===== config.mk =====
export PLATFORM = sky130hd
export DESIGN_NAME = ggt_core_param
export DESIGN_NICKNAME = d
export VERILOG_FILES = /design/src/rtl/ggt_core_param.sv
export SDC_FILE = /design/constraint.sdc
export NUM_CORES = 1
export LEC_CHECK = 0
export ABC_CLOCK_PERIOD_IN_PS = 4850
export BUFFER_PORTS_ARGS = -buffer_cell sky130_fd_sc_hd__buf_2
export CORE_UTILIZATION = 60
export CTS_CLUSTER_DIAMETER = 60
export DETAILED_ROUTE_END_ITERATION = 10
export GPL_TIMING_DRIVEN = 0
export PLACE_DENSITY = 0.88
export SKIP_LAST_GASP = 1
export SLEW_MARGIN = 5
export SYNTH_ARGS = -nofsm -noshare
export SYNTH_HDL_FRONTEND = slang
export SYNTH_SLANG_ARGS = --single-unit

===== constraint.sdc =====
create_clock -name clk -period 4.85 [get_ports clk]
set_input_delay 1.2125 -clock clk [delete_from_list [all_inputs] [get_ports clk]]
set_output_delay 1.2125 -clock clk [all_outputs]
set_load 0.02 [all_outputs]

===== src/rtl/ggt_core_param.sv =====
// GCD core with selectable subtractive-Euclid or binary (Stein) algorithm.
// Operands latched at start; one reduction step per cycle while busy.
module ggt_core_param #(
  parameter int WIDTH = 16,
  parameter int CNT_W = WIDTH + 1
) (
  input  logic             clk,
  input  logic             rst_ni,
  input  logic             start_i,
  input  logic             mode_i,
  input  logic             abort_i,
  input  logic [WIDTH-1:0] Zahl1_i,
  input  logic [WIDTH-1:0] Zahl2_i,
  output logic             busy_o,
  output logic             valid_o,
  output logic [WIDTH-1:0] ergebnis_o,
  output logic [CNT_W-1:0] cycles_o,
  output logic             zero_o
);

  // state  | meaning
  // S_IDLE | waiting for start_i; results held
  // S_CALC | one Euclid/Stein step per edge until an operand is 0 or a==b
  localparam int K_W = $clog2(WIDTH) + 1;

  typedef enum logic {S_IDLE, S_CALC} state_t;

  state_t           r_state;
  state_t           w_next;
  logic [WIDTH-1:0] r_a, r_b;
  logic             r_mode;
  logic [K_W-1:0]   r_k;
  logic [CNT_W-1:0] r_cnt;

  logic             w_done;
  logic             w_zero;
  logic             w_a_gt;
  logic [WIDTH-1:0] w_diff;
  logic [WIDTH-1:0] w_res;
  logic [WIDTH-1:0] w_a_nxt, w_b_nxt;
  logic [K_W-1:0]   w_k_nxt;

  assign w_zero = (r_a == '0) && (r_b == '0);
  assign w_done = (r_a == '0) || (r_b == '0) || (r_a == r_b);
  assign w_a_gt = r_a > r_b;
  assign w_diff = w_a_gt ? (r_a - r_b) : (r_b - r_a);
  // a|b covers both the zero-operand case and a==b
  assign w_res  = (r_a | r_b) << r_k;

  always_comb begin
    w_a_nxt = r_a;
    w_b_nxt = r_b;
    w_k_nxt = r_k;
    if (!r_mode) begin
      if (w_a_gt) w_a_nxt = w_diff;
      else        w_b_nxt = w_diff;
    end else if (!r_a[0] && !r_b[0]) begin
      w_a_nxt = r_a >> 1;
      w_b_nxt = r_b >> 1;
      w_k_nxt = r_k + K_W'(1);
    end else if (!r_a[0]) begin
      w_a_nxt = r_a >> 1;
    end else if (!r_b[0]) begin
      w_b_nxt = r_b >> 1;
    end else if (w_a_gt) begin
      w_a_nxt = w_diff;
    end else begin
      w_b_nxt = w_diff;
    end
  end

  always_ff @(posedge clk or negedge rst_ni) begin
    if (!rst_ni) r_state <= S_IDLE;
    else         r_state <= w_next;
  end

  always_comb begin
    w_next = r_state;
    case (r_state)
      S_IDLE: if (start_i) w_next = S_CALC;
      S_CALC: if (abort_i || w_done) w_next = S_IDLE;
      default: w_next = S_IDLE;
    endcase
  end

  always_comb begin
    busy_o = (r_state == S_CALC);
  end

  always_ff @(posedge clk or negedge rst_ni) begin
    if (!rst_ni) begin
      r_a        <= '0;
      r_b        <= '0;
      r_mode     <= 1'b0;
      r_k        <= '0;
      r_cnt      <= '0;
      valid_o    <= 1'b0;
      ergebnis_o <= '0;
      cycles_o   <= '0;
      zero_o     <= 1'b0;
    end else begin
      valid_o <= 1'b0;
      if (r_state == S_IDLE) begin
        if (start_i) begin
          r_a    <= Zahl1_i;
          r_b    <= Zahl2_i;
          r_mode <= mode_i;
          r_k    <= '0;
          r_cnt  <= '0;
        end
      end else if (!abort_i) begin
        r_cnt <= r_cnt + CNT_W'(1);
        if (w_done) begin
          valid_o    <= 1'b1;
          ergebnis_o <= w_res;
          cycles_o   <= r_cnt + CNT_W'(1);
          zero_o     <= w_zero;
        end else begin
          r_a <= w_a_nxt;
          r_b <= w_b_nxt;
          r_k <= w_k_nxt;
        end
      end
    end
  end

endmodule


==> qor.yml, run 1 <==
crit_path_start_kind: "flip-flop"
post-place-ws_ns: 1.175
fin_skew_ns: 0.01385
synth_area_leaders: "dfrtp_1, ha_1, nand2_1"
vias: 7246
finalHoldViolations: 0
synth_edf_count: 0
num_rows: 40
synth_top_area_cell: "dfrtp_1"
slew_headroom: 0.3912
ir_worst_vdd_uv: 497.0
dp_hpwl_um: 17130
io_pins: 73
nets: 1043
syn_area_mm2: 0.007467
hold_path_class: "flip-flop to flip-flop"
drtAntennaViolNets: 0
fmax_mhz: 261.4
drc_errors: 0
netlist_instances: 871
wire_per_inst_um: 20.10
clk_latency_ns: 0.36
cts_setup_buffers: 0
final_cell_mix: "nand2_1, dfrtp_1, buf_2, o21ai_0, nor2_1"
ys_seq_area_frac: 0.3050
fp.coreArea_mm2: 0.01206
place_congestion: 0.9950
synth_top_cell_area_share: 0.3050
worstMarginPinSlew_ns: 0.9132
critPathMaxFanout: 10
path_cells: "inv_1 -> ha_1 -> buf_2 -> nor4_2 -> nand3_1 -> o211ai_2 -> o21ai_0 -> nand2_1 -> a31o_2 -> buf_2 -> buf_2 -> a221oi_1"
ys_warn_count: 0
grt_pass1_wl_um: 36010
h-tree-depth: 3
cts_made_buffers: 9
initial_core_util: 0.6191
setup_viol: 0
seq_area_mm2: 0.002277
antenna_found_initial: 0
syn2layout_area_growth_pct: 12.08
cap_violations: 0
clk_pin_slew_worst_paths_ns: 0.08
routed_via_density: 6.424
crit_required_ns: 5.05
worst_slack_ns: 1.025
root_buffer: "clkbuf_16"
layout_commonest_cell: "nand2_1"
outcome: "complete, no violations"
ys_types: 89
post_cts_resized: 0
period_minus_slack_ns: 3.825
critPathMaxStageDelay_ns: 0.54
hold_slack_ns: 0.4706
cp-end-kind: "flip-flop"
rsz0062_at_grt: "false"
multi_input_area_mm2: 0.004720
synth_nets: 959
die_x_um: 113.6
arrival_ns: 4.02
slowest_stage: "dfrtp_1"
ys_seq_elements: 91
tritoncts: "done"
path_class: "flip-flop to flip-flop"
grt_pass1_vias: 6723
first_pass_iters: 7
routed_wl_um: 22670
die-area_mm2: 0.01290
gr-total-overflow: 0
grt_util_all_layers: 0.3633
drive_above_1_share: 0.1771
synthArstFlopShare: 1.000
drt_iter0_markers: 711
leakage_nw: 3.787
grt_max_degree: 65
clockBufferDepth: 2
finalMaxSlewViolations: 0
tns_ns: 0
power_density_mw_per_mm2: 811.2
period_share: 0.7886
ys_dominant_reg_cell: "dfrtp_1"
n_antenna_cell: 0
syn_area_per_cell_um2: 8.573
fp.dieH_um: 113.6
io_buffers: 72
clock-sinks: 91
fill_cells: 946
crit_path_frequent_cell: "buf_2"
cts_hold_buf: 0
==> cell type report <==
cell class,instances,area share
Sequential cell,91,0.2721
Tap cell,168,0.02512
Timing Repair Buffer,73,0.04664
Clock inverter,6,0.008671
Inverter,52,0.02362
Multi-Input combinational cell,671,0.5639
Buffer,57,0.03259
Clock buffer,10,0.02736
==> cell usage after synthesis, types with 3 or more instances <==
cell type	number
a21oi_1	33
o211ai_1	6
mux2i_1	28
nor4_1	8
inv_2	4
buf_2	11
nor2b_1	11
a21o_1	3
o31ai_1	18
and2_1	6
ha_1	49
mux2_2	12
buf_4	4
mux4_2	5
a22oi_1	3
a22o_1	8
nor2_2	3
o2111ai_1	5
nand2b_1	11
and3_1	9
xor2_1	12
a21oi_2	3
a221oi_1	9
buf_1	5
nand2_1	102
or3_1	3
nor3_1	21
a31oi_1	11
a211oi_1	14
inv_1	47
o22ai_1	7
nand3_1	16
clkbuf_1	33
nand4_1	4
o21ai_1	5
o41ai_1	6
dfrtp_1	91
buf_6	4
o21bai_1	6
o21ai_0	71
or2_2	4
nor2_1	66
xnor2_1	40
==> sequential cells by signal, summed over array words and instances, names as in the netlist, 5 cells and up <==
signal / flops
cycles_o: 17
r_a: 16
r_b: 16
r_k: 5
ergebnis_o: 16
r_cnt: 17
==> metrics by stage <==
| stage | utilization | area (um2) | power (mW) | cells |
|---|---|---|---|---|
| floorplan | - | 7467 | 4.657 | 871 |
| global placement | 0.6664 | 8038 | 5.769 | 1111 |
| detailed placement | 0.6689 | 8068 | 5.807 | 1112 |
| CTS | 0.6939 | 8369 | 6.588 | 1128 |
| global route | 0.6939 | 8369 | 7.142 | 1128 |
| finish | 0.6939 | 8369 | 6.789 | 1128 |
==> logic make-up after synthesis <==
| group | after synthesis | synth area share |
|---|---|---|
| compound gates | 246 | 0.2364 |
| xor+xnor | 52 | 0.06099 |
| fa+ha+maj | 51 | 0.08747 |
| buf+inv | 109 | 0.06300 |
| flops | 91 | 0.3050 |
| mux | 47 | 0.07456 |
| simple gates | 275 | 0.1726 |
==> worst max-delay path, delay by kind of cell, from the launching register on <==
family          cells  cell delay (ns)
fa+ha+maj           1             0.30
flops               1             0.54
compound gates      4             0.75
simple gates        3             1.20
buf+inv             4             0.85
==> layer usage <==
layer | global-route usage | wire length [um] | vias up
li1 | - | - | 3294
met1 | 0.4729 | 9334 | 3406
met2 | 0.5882 | 10250 | 460
met3 | 0.06642 | 2163 | 86
met4 | 0.1675 | 928 | 0
met5 | 0 | 0 | -
==> report_power, final <==
group | internal, mW | switching [mW] | leakage [nW]
combinational | 1.88 | 3.00 | 2.46
clock | 0.406 | 0.340 | 0.144
sequential | 0.908 | 0.255 | 1.18
total | 3.20 | 3.59 | 3.79
==> path summary, 6_finish.rpt <==
path | to | slack [ns] | start | cells after the start
min in group asynchronous | ergebnis_o[6] | 0.78 | rst_ni | 1
min | ergebnis_o[4] | 0.47 | ergebnis_o[4] | 2
max in group asynchronous | r_b[9] | 3.42 | rst_ni | 2
min reg2reg | ergebnis_o[4] | 0.47 | ergebnis_o[4] | 2
max reg2reg | r_b[3] | 1.03 | r_a[13] | 12
max | r_b[3] | 1.03 | r_a[13] | 12
(Power assumes the default switching activity.)
==> inputs of run 2 (changes only) <==
--- a/config.mk
+++ b/config.mk
@@ -5,13 +5,13 @@
 export SDC_FILE = /design/constraint.sdc
 export NUM_CORES = 1
 export LEC_CHECK = 0
-export ABC_CLOCK_PERIOD_IN_PS = 4850
+export ABC_CLOCK_PERIOD_IN_PS = 3300
 export BUFFER_PORTS_ARGS = -buffer_cell sky130_fd_sc_hd__buf_2
-export CORE_UTILIZATION = 60
+export CORE_UTILIZATION = 55
 export CTS_CLUSTER_DIAMETER = 60
 export DETAILED_ROUTE_END_ITERATION = 10
 export GPL_TIMING_DRIVEN = 0
-export PLACE_DENSITY = 0.88
+export PLACE_DENSITY = 0.85
 export SKIP_LAST_GASP = 1
 export SLEW_MARGIN = 5
 export SYNTH_ARGS = -nofsm -noshare
==> constraint.sdc (replaced) <==
create_clock -name clk -period 3.3 [get_ports clk]
set_input_delay 0.825 -clock clk [delete_from_list [all_inputs] [get_ports clk]]
set_output_delay 0.825 -clock clk [all_outputs]
set_load 0.02 [all_outputs]
==> run 2 against run 1 <==
Combinational power increased by 53%; critical path depth fell by 1; register-to-register slack got worse by 0.96 ns; critical path type unchanged; first-iteration DRC count grew 40%; die area increased by 8.9%; hold slack worse by 0.028 ns; flip-flop and latch count unchanged; global-route usage down 1.3 points.
==> qor.yml, run 2 (synthesized netlist as in run 1, its figures left out) <==
outcome: "complete, no violations"
pwr-share-seq: 0.166
slew_headroom: 0.4280
p_sw_mw: 5.352
dp_hpwl_um: 17510
initial_core_util: 0.5639
die-area_mm2: 0.01405
grt_max_degree: 57
drc_errors: 0
reg2reg_depth: 11
wire_per_inst_um: 20.87
vias: 7335
worstMarginPinSlew_ns: 0.8581
path_class: "flip-flop to flip-flop"
cts_made_buffers: 9
num_rows: 42
grt_pass1_vias: 7030
reg_top3: "cycles_o (17), r_cnt (17)"
cp-end-kind: "flip-flop"
finalMaxSlewViolations: 0
hold_path_class: "primary input to async pin"
first_pass_iters: 6
arrival_ns: 3.46
power_density_mw_per_mm2: 1192
routed_via_density: 6.401
clk_pin_slew_worst_paths_ns: 0.08
tritoncts: "done"
place_congestion: 1.018
leakage_nw: 3.856
fmax_mhz: 309.2
layout_commonest_cell: "nand2_1"
swShare: 0.5220
h-tree-depth: 3
grt_pass1_wl_um: 37650
fin_skew_ns: 0.01040
p_int_mw: 4.902
period_minus_slack_ns: 3.234
drtAntennaViolNets: 0
die_x_um: 118.5
hold_slack_ns: 0.4430
ir_worst_vdd_uv: 812.5
cp-endpoint: "r_a[15]"
nets: 1053
routed_wl_um: 23920
crit_required_ns: 3.53
fp.dieH_um: 118.5
clk_latency_ns: 0.37
p_comb_frac: 0.730
grt_util_all_layers: 0.3500
crit_start: "r_a[3]"
tns_ns: 0
r2r_slack_ns: 0.07
syn2layout_area_growth_pct: 15.23
io_buffers: 72
n_antenna_cell: 0
clockBufferDepth: 2
rsz0062_at_grt: "true"
clock-sinks: 91
reg2reg_from: "r_a[3]"
cap_violations: 0
crit_path_start_kind: "flip-flop"
finalHoldViolations: 0
period_share: 0.9800
drt_iter0_markers: 998
gr-total-overflow: 0
io_pins: 73
fp.coreArea_mm2: 0.01324
drive_above_1_share: 0.2082
setup_viol: 0
dp_cells: 1120
power.share.clock: 0.104
antenna_found_initial: 0
final_cell_mix: "nand2_1, dfrtp_1, buf_2, o21ai_0, nor2_1"
finalNonFillerCells: 1146
critPathMaxFanout: 7
root_buffer: "clkbuf_16"
rr_endpoint: "r_a[15]"
## run 2: metal layers
layer  part of all wire  track usage
met5                  0            0
met1               0.39       0.4378
met4              0.062       0.2318
met2               0.45       0.5486
met3              0.093      0.06902
## run 2: worst max-delay path, cell delays in order, from the launching register on
cell and delay (ns):
dfrtp_1 0.48, inv_1 0.10, ha_1 0.31, buf_6 0.15, nor3_2 0.28, a221o_2 0.30
a211oi_4 0.11, o41ai_1 0.58, a21oi_2 0.17, a221oi_1 0.32, a31o_1 0.17, a31oi_1 0.10
## run 2: layout make-up
cell class | instances | area (um2)
clock inverters | 6 | 57.56
inverters | 52 | 197.7
fillers | 1116 | 4638
repair buffers | 84 | 473.0
multi-input cells | 671 | 4853
flip-flops and latches | 91 | 2283
well taps | 176 | 220.2
plain buffers | 56 | 280.3
clock buffers | 10 | 239.0
## run 2: stage by stage
stage / setup slack [ns] / power [mW] / instance area (um2) / util
2_1_floorplan: 0.4995 / 6.844 / 7467 / -
3_3_place_gp: -0.2952 / 8.331 / 8048 / 0.6077
3_5_place_dp: -0.2864 / 8.435 / 8078 / 0.6100
4_1_cts: 0.01225 / 9.654 / 8456 / 0.6385
5_1_grt: -0.04310 / 10.84 / 8605 / 0.6498
6_report: 0.06610 / 10.25 / 8605 / 0.6498
## run 2: repair_timing
| action | CTS | global route |
|---|---|---|
| setup buffers | 2 | 9 |
| hold buffers | 0 | 0 |
| endpoints found under the setup margin | 31 | 51 |
| pin swaps | 3 | 12 |
| gates resized for setup | 15 | 23 |
## run 2: worst min-delay path by stage
stage / end / cells past startpoint / from
after floorplan: r_cnt[16] / 1 / r_cnt[16]
after global placement: cycles_o[0] / 2 / cycles_o[0]
after detailed placement: cycles_o[1] / 2 / cycles_o[1]
after CTS: r_b[2] / 1 / rst_ni
after global routing: ergebnis_o[11] / 1 / rst_ni
final: r_b[14] / 1 / rst_ni
## run 2: power groups by stage
stage | Combinational [mW] | Sequential [mW] | Clock, mW
2_1_floorplan | 5.29 | 1.56 | 0
3_3_place_gp | 6.64 | 1.69 | 0
3_5_place_dp | 6.74 | 1.70 | 0
4_1_cts | 6.91 | 1.68 | 1.07
5_1_grt | 8.02 | 1.72 | 1.10
6_report | 7.48 | 1.70 | 1.07
